===== src/rtl/bp_nonsynth_commit_watchdog.sv =====
// Commit-aware simulation supervisor: watches per-core commit/finish streams and
// issues a sticky pass / stall-timeout / cycle-timeout verdict.
module bp_nonsynth_commit_watchdog #(
  parameter int core_els_p    = 1,
  parameter int vaddr_width_p = 39,
  parameter int cnt_width_p   = 32,
  parameter int stall_limit_p = 4096,
  parameter int cycle_limit_p = 1000000,
  localparam int id_width_lp  = (core_els_p > 1) ? $clog2(core_els_p) : 1
) (
  input  logic                                 clk_i,
  input  logic                                 reset_i,
  input  logic                                 en_i,
  input  logic [core_els_p-1:0]                commit_v_i,
  input  logic [core_els_p*vaddr_width_p-1:0]  commit_pc_i,
  input  logic [core_els_p-1:0]                finish_v_i,
  output logic                                 done_o,
  output logic                                 pass_o,
  output logic                                 stall_timeout_o,
  output logic                                 cycle_timeout_o,
  output logic [id_width_lp-1:0]               stall_core_id_o,
  output logic [vaddr_width_p-1:0]             stall_pc_o,
  output logic [cnt_width_p-1:0]               cycle_cnt_o,
  output logic [core_els_p*cnt_width_p-1:0]    commit_cnt_o
);

  localparam int stall_width_lp = $clog2(stall_limit_p + 1);
  localparam logic [1:0] e_idle = 2'd0;
  localparam logic [1:0] e_run  = 2'd1;
  localparam logic [1:0] e_done = 2'd2;
  localparam logic [stall_width_lp-1:0] stall_max_lp = stall_width_lp'(stall_limit_p);
  localparam logic [cnt_width_p-1:0]    cycle_max_lp = cnt_width_p'(cycle_limit_p);

  function automatic logic [cnt_width_p-1:0] sat_inc_cnt(input logic [cnt_width_p-1:0] v);
    if (&v) return v;
    else    return v + cnt_width_p'(1);
  endfunction

  function automatic logic [stall_width_lp-1:0] sat_inc_stall(input logic [stall_width_lp-1:0] v);
    if (v == stall_max_lp) return stall_max_lp;
    else                   return v + stall_width_lp'(1);
  endfunction

  logic [1:0]                                r_state;
  logic [cnt_width_p-1:0]                    r_cycle_cnt;
  logic [core_els_p-1:0][cnt_width_p-1:0]    r_commit_cnt;
  logic [core_els_p-1:0][vaddr_width_p-1:0]  r_last_pc;
  logic [core_els_p-1:0][stall_width_lp-1:0] r_stall_cnt;
  logic [core_els_p-1:0]                     r_finished;
  logic                                      r_done, r_pass, r_stall_to, r_cycle_to;
  logic [id_width_lp-1:0]                    r_stall_id;
  logic [vaddr_width_p-1:0]                  r_stall_pc;

  logic                                      w_counting;
  logic [cnt_width_p-1:0]                    w_cycle_cnt_n;
  logic [core_els_p-1:0][cnt_width_p-1:0]    w_commit_cnt_n;
  logic [core_els_p-1:0][vaddr_width_p-1:0]  w_last_pc_n;
  logic [core_els_p-1:0][stall_width_lp-1:0] w_stall_cnt_n;
  logic [core_els_p-1:0]                     w_finished_n;
  logic [core_els_p-1:0]                     w_stall_hit;
  logic                                      w_all_fin, w_any_stall, w_cyc_hit, w_verdict;
  logic [id_width_lp-1:0]                    w_stall_id;

  // Next-state counters and verdict detection; idle counts too so the first enabled edge yields cycle 1
  always_comb begin
    case (r_state)
      e_idle, e_run: w_counting = en_i;
      default:       w_counting = 1'b0;
    endcase
    w_cycle_cnt_n = r_cycle_cnt + cnt_width_p'(1);
    w_finished_n  = r_finished | finish_v_i;
    for (int i = 0; i < core_els_p; i++) begin
      if (commit_v_i[i]) begin
        w_commit_cnt_n[i] = sat_inc_cnt(r_commit_cnt[i]);
        w_last_pc_n[i]    = commit_pc_i[i*vaddr_width_p +: vaddr_width_p];
      end else begin
        w_commit_cnt_n[i] = r_commit_cnt[i];
        w_last_pc_n[i]    = r_last_pc[i];
      end
      if (commit_v_i[i] || w_finished_n[i]) w_stall_cnt_n[i] = '0;
      else                                  w_stall_cnt_n[i] = sat_inc_stall(r_stall_cnt[i]);
      w_stall_hit[i] = (w_stall_cnt_n[i] == stall_max_lp);
    end
    // Descending scan so the lowest stalled index is the one that sticks
    w_stall_id = '0;
    for (int i = core_els_p - 1; i >= 0; i--) begin
      w_stall_id = w_stall_hit[i] ? id_width_lp'(i) : w_stall_id;
    end
    w_all_fin   = &w_finished_n;
    w_any_stall = |w_stall_hit;
    w_cyc_hit   = (w_cycle_cnt_n == cycle_max_lp);
    w_verdict   = w_all_fin | w_any_stall | w_cyc_hit;
  end

  // State, counters and the registered sticky verdict
  always_ff @(posedge clk_i or posedge reset_i) begin
    if (reset_i) begin
      r_state      <= e_idle;
      r_cycle_cnt  <= '0;
      r_commit_cnt <= '0;
      r_last_pc    <= '0;
      r_stall_cnt  <= '0;
      r_finished   <= '0;
      r_done       <= 1'b0;
      r_pass       <= 1'b0;
      r_stall_to   <= 1'b0;
      r_cycle_to   <= 1'b0;
      r_stall_id   <= '0;
      r_stall_pc   <= '0;
    end else begin
      case (r_state)
        e_idle, e_run: begin
          if (w_counting) begin
            r_cycle_cnt  <= w_cycle_cnt_n;
            r_commit_cnt <= w_commit_cnt_n;
            r_last_pc    <= w_last_pc_n;
            r_stall_cnt  <= w_stall_cnt_n;
            r_finished   <= w_finished_n;
            if (w_verdict) begin
              r_state    <= e_done;
              r_done     <= 1'b1;
              r_pass     <= w_all_fin;
              r_stall_to <= ~w_all_fin & w_any_stall;
              r_cycle_to <= ~w_all_fin & ~w_any_stall;
              if (!w_all_fin && w_any_stall) begin
                r_stall_id <= w_stall_id;
                r_stall_pc <= r_last_pc[w_stall_id];
              end else begin
                r_stall_id <= '0;
                r_stall_pc <= '0;
              end
            end else begin
              r_state <= e_run;
            end
          end else begin
            r_state <= r_state;
          end
        end
        e_done:  r_state <= e_done;
        default: r_state <= e_idle;
      endcase
    end
  end

  assign done_o          = r_done;
  assign pass_o          = r_pass;
  assign stall_timeout_o = r_stall_to;
  assign cycle_timeout_o = r_cycle_to;
  assign stall_core_id_o = r_stall_id;
  assign stall_pc_o      = r_stall_pc;
  assign cycle_cnt_o     = r_cycle_cnt;
  assign commit_cnt_o    = r_commit_cnt;

endmodule


===== config.mk =====
export PLATFORM = sky130hd
export DESIGN_NAME = bp_nonsynth_commit_watchdog
export DESIGN_NICKNAME = d
export VERILOG_FILES = /design/src/rtl/bp_nonsynth_commit_watchdog.sv
export SDC_FILE = /design/constraint.sdc
export NUM_CORES = 1
export LEC_CHECK = 0
export CORE_MARGIN = 2
export CORE_UTILIZATION = 50
export DETAILED_ROUTE_END_ITERATION = 16
export PLACE_DENSITY_LB_ADDON = 0.3
export SYNTH_ARGS = -nofsm -noshare
export SYNTH_HDL_FRONTEND = slang
export SYNTH_SLANG_ARGS = --single-unit

===== constraint.sdc =====
create_clock -name clk_i -period 10.98 [get_ports clk_i]
set_clock_uncertainty 0.1 [all_clocks]
set_input_delay 2.745 -clock clk_i [delete_from_list [all_inputs] [get_ports clk_i]]
set_output_delay 2.745 -clock clk_i [all_outputs]
set_load 0.02 [all_outputs]

==> results.json, run 1 <==
{
  "status": "finished, final reports clean",
  "switching_share_pct": 28.32,
  "worstSetupPathType": "in2reg",
  "synthMuxAreaShare_pct": 6.407,
  "synth_top_family_by_area": "simple AND/OR/NAND/NOR gates",
  "avgRoutedWirePerCell_um": 17.97,
  "port_buffers": 150,
  "yosysMostFrequentCell": "dfrtp_1",
  "die_area_um2": 16160,
  "worstPathMaxFanout": 41,
  "drc": 0,
  "final_cell_area_um2": 9733,
  "cts_hold_buf": 0,
  "synth-seq-cells": 162,
  "grt_antenna_before_repair": 0,
  "fill_cells": 1071,
  "pwr-share-seq_pct": 48.0,
  "clk_root_buffer_cell": "clkbuf_16",
  "period_needed_ns": 5.620,
  "grt_pass1_wl_um": 29240,
  "startpoint_type": "input port",
  "fmax_mhz": 177.9,
  "cts_tree": "built",
  "synth_commonest_cells": "162 x dfrtp_1, 50 x xnor2_1, 47 x nand2_1, 41 x nor2_1, 40 x mux2_2",
  "htreeDepth": 4,
  "fin_nets": 839,
  "relSlewSlack_pct": 23.86,
  "n_antenna_cell": 0,
  "hp-class": "reg2reg",
  "p_sw_w": 0.0004532,
  "pin_count": 152,
  "die_x_um": 127.1,
  "clk_pin_slew_worst_paths_ns": 0.07,
  "synth.avg_cell_area_um2": 11.57,
  "ctsResizeCount": 0,
  "grt_max_degree": 103,
  "max_stage_delay_ns": 0.91,
  "synthesis.instances": 655,
  "clock_power_share_pct": 37.3,
  "areaGrowthSynthToFinish_pct": 28.45,
  "syn_nets": 704,
  "synthXorXnorAreaFrac_pct": 8.322,
  "syn_area_um2": 7577,
  "ir_drop_mv": 0.1138,
  "drv_slew": 0,
  "p_int_w": 0.001147,
  "synth_area_leaders": "dfrtp_1 54%, mux2_2 5.9%, xnor2_1 5.8%, a22o_1 4.5%, xor2_1 2.5%",
  "crit_chain": "clkdlybuf4s50_1 -> or4_1 -> o211ai_1 -> nand2_1 -> o21ai_4 -> a22o_1",
  "synth_cell_types": 68,
  "via_per_inst": 5.799,
  "gp_congestion": 0.8517,
  "cts_made_buffers": 17,
  "yosysTopAreaCell": "dfrtp_1",
  "ys_async_sr_fraction_pct": 100.0,
  "via_count": 5724,
  "clock_latency_ns": 0.43,
  "die_h_um": 127.1,
  "postCtsSetupBuffers": 0,
  "utilization_pct": 66.46,
  "start_util_pct": 51.74,
  "leakage_nw": 4.179,
  "max_cap_violations": 0,
  "rsz0062_at_grt": "false",
  "synth_compound_area_share_pct": 9.825,
  "cts_buffer_depth": 2,
  "drt_iter0_drc": 564,
  "endpoint_kind": "register",
  "synth_adder_area_share_pct": 0.8256,
  "cpMaxStageDelayCell": "o21ai_4",
  "worstMarginPinSlew_ns": 1.138,
  "dp_hpwl_um": 12130,
  "synth_top_cell_area_share_pct": 53.50,
  "holdWs_ns": 0.3562,
  "gr-total-overflow": 0,
  "drtAntennaViolNets": 0,
  "p_per_area_nw_per_um2": 164.4,
  "core_region_area_um2": 14640,
  "combPwrFrac_pct": 14.7,
  "period_share_pct": 51.19,
  "grt.total_usage_pct": 22.65,
  "arrival_ns": 5.88,
  "firstDrtPassIters": 5,
  "grt_pass1_vias": 5602,
  "numClockSinks": 162,
  "yosysWarnings": 0,
  "tns_ns": 0,
  "finalHoldViolCount": 0,
  "yosysSeqAreaShare_pct": 53.50,
  "wirelength_um": 17730,
  "synth_top_flop_cell": "dfrtp_1",
  "synthSimpleGateAreaFrac_pct": 17.78,
  "drive_above_1_share_pct": 12.58,
  "placed_area_um2": 9138,
  "synth_edf_count": 0,
  "cp.required_ns": 11.24,
  "num_rows": 44,
  "totalPowerFinal_w": 0.001600,
  "setup_violations": 0
}
[layout by cell type (no fill, tap or decap), drive strengths merged, types with 6 or more instances in the layout]
cell           count
clkbuf            18
dfrtp            162
xor2              22
nor4               6
a21oi              7
nand3             34
nor3              16
or3                6
nor2b              6
a22o              39
clkdlybuf4s50    150
nand4             26
nand2             47
a31oi              6
and3              12
mux2              41
xnor2             50
nor2              44
inv               22
o21ai             20
and4               9
[final cells by class]
type	instances	area, µm²	share of cell area (%)
Clock buffer	18	439.2	4.512
Clock inverter	14	156.4	1.607
Inverter	12	50.05	0.5142
Multi-Input combinational cell	445	3287	33.77
Sequential cell	162	4054	41.65
Tap cell	184	230.2	2.365
Timing Repair Buffer	152	1516	15.58
[layer usage]
| layer | up-vias | global-route usage [%] | wire [µm] | part of all wire (%) |
|---|---|---|---|---|
| met4 | 0 | 9.179 | 480 | 2.7 |
| met3 | 38 | 4.941 | 1017 | 5.7 |
| met5 | - | 0 | 0 | 0 |
| li1 | 2632 | - | - | - |
| met1 | 2839 | 31.11 | 7762 | 44 |
| met2 | 215 | 35.33 | 8473 | 48 |
[worst paths after layout]
kind,startpoint,endpoint,slack [ns],cells past startpoint
min,r_state[0]$_DFFE_PP0P_,r_state[1]$_DFFE_PP0P_,0.36,1
min reg2reg,r_state[0]$_DFFE_PP0P_,r_state[1]$_DFFE_PP0P_,0.36,1
max,commit_v_i,stall_pc_o[11]$_DFFE_PP0P_,5.36,6
min in group asynchronous,reset_i,commit_cnt_o[5]$_DFFE_PP0P_,2.79,2
max in group asynchronous,reset_i,cycle_cnt_o[20]$_DFFE_PP0P_,6.69,3
max reg2reg,r_stall_cnt[0]$_DFFE_PP0P_,stall_pc_o[11]$_DFFE_PP0P_,7.28,9
[state kept, by name, summed over array words and instances, names as in the netlist]
register	count
cycle_timeout_o	1
r_stall_cnt	13
r_state	2
pass_o	1
r_finished	1
cycle_cnt_o	32
commit_cnt_o	32
stall_pc_o	39
r_last_pc	39
done_o	1
stall_timeout_o	1
[power by group through the flow]
| stage | sequential [W] | combinational [W] | clock, W |
|---|---|---|---|
| 6_report | 0.000768 | 0.000235 | 0.000597 |
| 4_1_cts | 0.000766 | 0.000239 | 0.000610 |
| 2_1_floorplan | 0.000766 | 0.000154 | 0 |
| 5_1_grt | 0.000781 | 0.000257 | 0.000633 |
| 3_5_place_dp | 0.000777 | 0.000238 | 0 |
| 3_3_place_gp | 0.000768 | 0.000228 | 0 |
[logic make-up (layout without fill, tap and decap cells)]
group	count (synthesis)	in the layout
multiplexers	43	43
adder cells (fa/ha/maj)	5	5
flip-flops	162	162
buffers and inverters	48	196
AND/OR/NAND/NOR	227	227
XOR/XNOR	72	72
AO/OA/AOI/OAI	97	97
other	1	1
[through the flow]
stage / worst slack, ns / cells
after CTS: 5.354 / 987
after global routing: 5.100 / 987
final: 5.360 / 987
after detailed placement: 4.905 / 955
after floorplan: 3.758 / 655
after global placement: 4.978 / 955
[critical path, delay by kind of cell]
| kind | cells | cell delay [ns] |
|---|---|---|
| buf+inv | 1 | 0.51 |
| simple gates | 2 | 0.93 |
| compound gates | 3 | 1.66 |
No activity file was read; power rests on OpenSTA's default activity.
==> run 2: changes to the inputs <==
Settings changed: CORE_UTILIZATION 50 to 47.
Clock period 10.98 ns to 5.09 ns, I/O delays scaled along.
==> run 2 against run 1 <==
  * Setup slack worse by 4.1 ns
  * Total power is 110% higher
  * Clock power is 100% higher
  * Critical path type unchanged
  * Critical endpoint is now stall_pc_o[12]$_DFFE_PP0P_
==> results.json, run 2 (synthesized netlist as in run 1, its figures left out) <==
{
  "status": "finished, final reports clean",
  "period_needed_ns": 3.832,
  "grt_antenna_before_repair": 0,
  "n_antenna_cell": 0,
  "worstMarginPinSlew_ns": 1.069,
  "crit_buf_inv": 2,
  "ctsResizeCount": 0,
  "drc": 0,
  "period_share_pct": 75.28,
  "core_region_area_um2": 15830,
  "numClockSinks": 162,
  "cts_hold_buf": 0,
  "utilization_pct": 61.72,
  "register_area_um2": 4054,
  "grt_pass1_wl_um": 28880,
  "htreeDepth": 4,
  "start_util_pct": 47.87,
  "setup_violations": 0,
  "startpoint_type": "input port",
  "pin_count": 152,
  "ir_drop_mv": 0.2438,
  "firstDrtPassIters": 4,
  "pre_cts_ws_ns": 0.8329,
  "wirelength_um": 17690,
  "tns_ns": 0,
  "rsz0062_at_grt": "false",
  "arrival_ns": 4.09,
  "cts_made_buffers": 17,
  "mostFrequentLayoutCells": "162 x dfrtp_1, 150 x clkdlybuf4s50_1, 50 x xnor2_1",
  "leakage_nw": 4.158,
  "die_x_um": 131.0,
  "avgRoutedWirePerCell_um": 17.30,
  "fill_cells": 1216,
  "drtAntennaViolNets": 0,
  "fmax_mhz": 261.0,
  "relSlewSlack_pct": 28.56,
  "grt.total_usage_pct": 21.48,
  "clk_root_buffer_cell": "clkbuf_16",
  "max_cap_violations": 0,
  "cts_buffer_depth": 2,
  "layout_commonest_cell": "dfrtp_1",
  "hp-class": "reg2reg",
  "num_rows": 46,
  "gr-total-overflow": 0,
  "fin_nets": 843,
  "endpoint_kind": "register",
  "die_h_um": 131.0,
  "holdWs_ns": 0.3400,
  "crit_chain": "clkdlybuf4s50_1 -> or4_1 -> o211ai_1 -> nand2_1 -> o21ai_4 -> buf_4 -> a22o_1",
  "fin_cells": 1023,
  "drive_above_1_share_pct": 12.89,
  "die_area_um2": 17150,
  "grt_pass1_vias": 5789,
  "dp_hpwl_um": 12250,
  "multi_input_area_um2": 3287,
  "max_stage_delay_ns": 0.78,
  "grt_max_degree": 80,
  "finalHoldViolCount": 0,
  "port_buffers": 150,
  "cpMaxStageDelayCell": "or4_1",
  "clk_pin_slew_worst_paths_ns": 0.07,
  "areaGrowthSynthToFinish_pct": 28.91,
  "worstPathMaxFanout": 41,
  "cpLargestDelayFamily": "simple AND/OR/NAND/NOR gates",
  "drt_iter0_drc": 395,
  "via_per_inst": 5.569,
  "placedCellCount": 991,
  "gp_congestion": 0.8969,
  "drv_slew": 0,
  "worstSetupPathType": "in2reg",
  "p_per_area_nw_per_um2": 344.3,
  "cp.required_ns": 5.35,
  "via_count": 5697,
  "clock_latency_ns": 0.42,
  "fin_ws_ns": 1.258,
  "postCtsSetupBuffers": 0,
  "cts_tree": "built"
}
==> run 2: report_power, final <==
| group | switching [W] | total [W] | internal (W) |
|---|---|---|---|
| logic | 0.000234 | 0.000511 | 0.000277 |
| clock network | 0.000557 | 0.00120 | 0.000638 |
| registers | 0.000169 | 0.00166 | 0.00149 |
==> run 2: path summary, 6_finish.rpt <==
kind	slack (ns)	end	from	depth (start not counted)
max in group asynchronous	2.49	cycle_cnt_o[10]$_DFFE_PP0P_	reset_i	3
min in group asynchronous	1.35	commit_cnt_o[28]$_DFFE_PP0P_	reset_i	2
worst min-delay path	0.34	r_state[1]$_DFFE_PP0P_	r_state[0]$_DFFE_PP0P_	1
worst max-delay path	1.26	stall_pc_o[12]$_DFFE_PP0P_	finish_v_i	7
worst max register to register	1.76	stall_pc_o[12]$_DFFE_PP0P_	r_stall_cnt[0]$_DFFE_PP0P_	10
worst min register to register	0.34	r_state[1]$_DFFE_PP0P_	r_state[0]$_DFFE_PP0P_	1
==> run 2: cell type report <==
| type | instances | share of cell area, % |
|---|---|---|
| Inverter | 12 | 0.4996 |
| Clock buffer | 18 | 4.393 |
| Tap cell | 216 | 2.767 |
| Timing Repair Buffer | 156 | 15.96 |
| Clock inverter | 14 | 1.230 |
| Sequential cell | 162 | 41.50 |
| Multi-Input combinational cell | 445 | 33.65 |
==> run 2: metal layers <==
metal,vias up,GRT usage (%),wire length [µm]
met4,0,9.011,385
met3,34,5.985,1099
met5,-,0,0
met1,2845,27.60,7767
li1,2638,-,-
met2,180,34.38,8441
==> run 2: metrics by stage <==
step                total power (W)  cell area (µm²)
floorplan                  0.001987             7581
global placement           0.002151             9219
detailed placement         0.002191             9219
CTS                        0.003388             9768
global route               0.003514             9768
finish                     0.003363             9768
==> run 3: changes to the inputs <==
Clock period 5.09 ns to 3.4 ns, I/O delays scaled along.
==> run 3 against run 2 <==
  * Count of clock-buffer cells in the layout grew 4
  * Global-route usage grew 0.18 points
  * Utilization grew 0.65 points
  * Combinational power grew 55%
  * Non-clock buffer count grew 11
  * Worst hold slack gained 0.0056 ns
  * Setup slack lost 0.90 ns
  * Register-to-register slack lost 1.4 ns
  * Critical path depth grew 1
  * Die area is the same
  * Sequential power grew 50%
  * Wire length grew 2.7%
  * Critical endpoint is now r_state[0]$_DFFE_PP0P_
  * Largest power group unchanged
  * Highest routed layer unchanged
==> results.json, run 3 (synthesized netlist as in run 1, its figures left out) <==
{
  "status": "finished, final reports clean",
  "utilization_pct": 62.36,
  "ctsResizeCount": 0,
  "startpoint": "cycle_cnt_o[0]$_DFFE_PP0P_",
  "period_share_pct": 89.44,
  "timing.rr.end": "r_state[0]$_DFFE_PP0P_",
  "setup_violations": 0,
  "cts_hold_buf": 0,
  "fill_cells": 1237,
  "cts_buffer_depth": 2,
  "drv_slew": 0,
  "drt_iter0_drc": 404,
  "firstDrtPassIters": 5,
  "fmax_mhz": 328.8,
  "fin_nets": 854,
  "clock_latency_ns": 0.42,
  "grt_pass1_vias": 5690,
  "drive_above_1_share_pct": 13.60,
  "ff2ff_path_depth": 8,
  "startpoint_type": "register",
  "relSlewSlack_pct": 63.43,
  "endpoint_kind": "register",
  "clk_root_buffer_cell": "clkbuf_16",
  "regToRegStartpoint": "cycle_cnt_o[0]$_DFFE_PP0P_",
  "postCtsSetupBuffers": 0,
  "core_region_area_um2": 15830,
  "numClockSinks": 162,
  "grt_antenna_before_repair": 0,
  "grt_pass1_wl_um": 28880,
  "leakage_nw": 4.230,
  "num_rows": 46,
  "max_cap_violations": 0,
  "holdWs_ns": 0.3456,
  "dp_hpwl_um": 12790,
  "hold_depth": 1,
  "ff2ff_setup_slack_ns": 0.36,
  "grt_max_degree": 60,
  "gr-total-overflow": 0,
  "final_cell_area_um2": 9871,
  "holdPathEnd": "r_state[1]$_DFFE_PP0P_",
  "placed_area_um2": 9326,
  "hp-class": "reg2reg",
  "port_buffers": 150,
  "totalPowerFinal_w": 0.005061,
  "p_per_area_nw_per_um2": 512.8,
  "hp-start": "r_state[0]$_DFFE_PP0P_",
  "arrival_ns": 3.22,
  "ir_drop_mv": 0.3323,
  "finalHoldViolCount": 0,
  "cp.required_ns": 3.58,
  "period_needed_ns": 3.041,
  "rsz0062_at_grt": "false",
  "worstMarginPinSlew_ns": 0.5485,
  "htreeDepth": 4,
  "start_util_pct": 47.87,
  "clk_pin_slew_worst_paths_ns": 0.06,
  "die_h_um": 131.0,
  "n_antenna_cell": 0,
  "tns_ns": 0,
  "avgRoutedWirePerCell_um": 17.60,
  "cts_tree": "built",
  "mostFrequentLayoutCells": "162 x dfrtp_1, 150 x clkdlybuf4s50_1, 50 x xnor2_1",
  "via_count": 5741,
  "wirelength_um": 18160,
  "layout_commonest_cell": "dfrtp_1",
  "worstPathMaxFanout": 8,
  "gp_congestion": 0.8803,
  "grt.total_usage_pct": 21.66,
  "via_per_inst": 5.563,
  "multi_input_area_um2": 3287,
  "die_area_um2": 17150,
  "areaGrowthSynthToFinish_pct": 30.27,
  "pin_count": 152,
  "drc": 0,
  "worstSetupPathType": "reg2reg",
  "register_area_um2": 4054,
  "cts_made_buffers": 17,
  "drtAntennaViolNets": 0,
  "die_x_um": 131.0
}
run 3: cell types whose count changed in the layout (fill, tap and decap cells not counted):
cell and delta:
bufinv_16 +1, inv_6 -4, clkbuf_8 +2, clkinv_2 +2
clkbuf_1 +2, clkinvlp_4 -3, buf_4 +9, inv_8 -2
buf_12 +2
run 3: worst max path at each step:
stage / end / cells after the start
2_1_floorplan: commit_cnt_o[0]$_DFFE_PP0P_ / 1
3_3_place_gp: r_state[1]$_DFFE_PP0P_ / 8
3_5_place_dp: stall_pc_o[24]$_DFFE_PP0P_ / 8
4_1_cts: r_state[0]$_DFFE_PP0P_ / 8
5_1_grt: r_state[0]$_DFFE_PP0P_ / 8
6_report: r_state[0]$_DFFE_PP0P_ / 8
run 3: critical path, cell delays in order (launching register included):
cell and delay, ns:
dfrtp_1 0.52, ha_1 0.33, nand3_2 0.22, nor3_1 0.22, a31oi_1 0.17, or3_1 0.38
or4_4 0.51, nor4b_4 0.31, o32ai_1 0.14
run 3: cell type report:
type	instances	share of cell area, %
inverter	12	0.4944
timing repair buffer	167	16.88
sequential	162	41.07
clock inverter	8	0.8113
tap	216	2.738
clock buffer	22	4.703
multi-input combinational	445	33.30
run 3: layer usage:
| metal | vias up | share of wire [%] | GRT usage, % |
|---|---|---|---|
| li1 | 2655 | - | - |
| met1 | 2877 | 43 | 28.13 |
| met2 | 178 | 48 | 34.23 |
| met3 | 31 | 6.0 | 5.904 |
| met4 | 0 | 2.4 | 9.512 |
| met5 | - | 0 | 0 |
run 3: per-stage QoR:
step	std cells	setup slack, ns
CTS	1032	0.3874
detailed placement	1002	0.1575
global placement	1002	0.2405
global route	1032	0.1981
floorplan	655	0.3932
finish	1032	0.3589
run 3: power by group:
part / leakage (nW) / internal, W / switching [W] / total (W)
clock: 0.258 / 0.00104 / 0.000740 / 0.00178
sequential: 2.14 / 0.00223 / 0.000262 / 0.00249
combinational: 1.83 / 0.000432 / 0.000361 / 0.000793
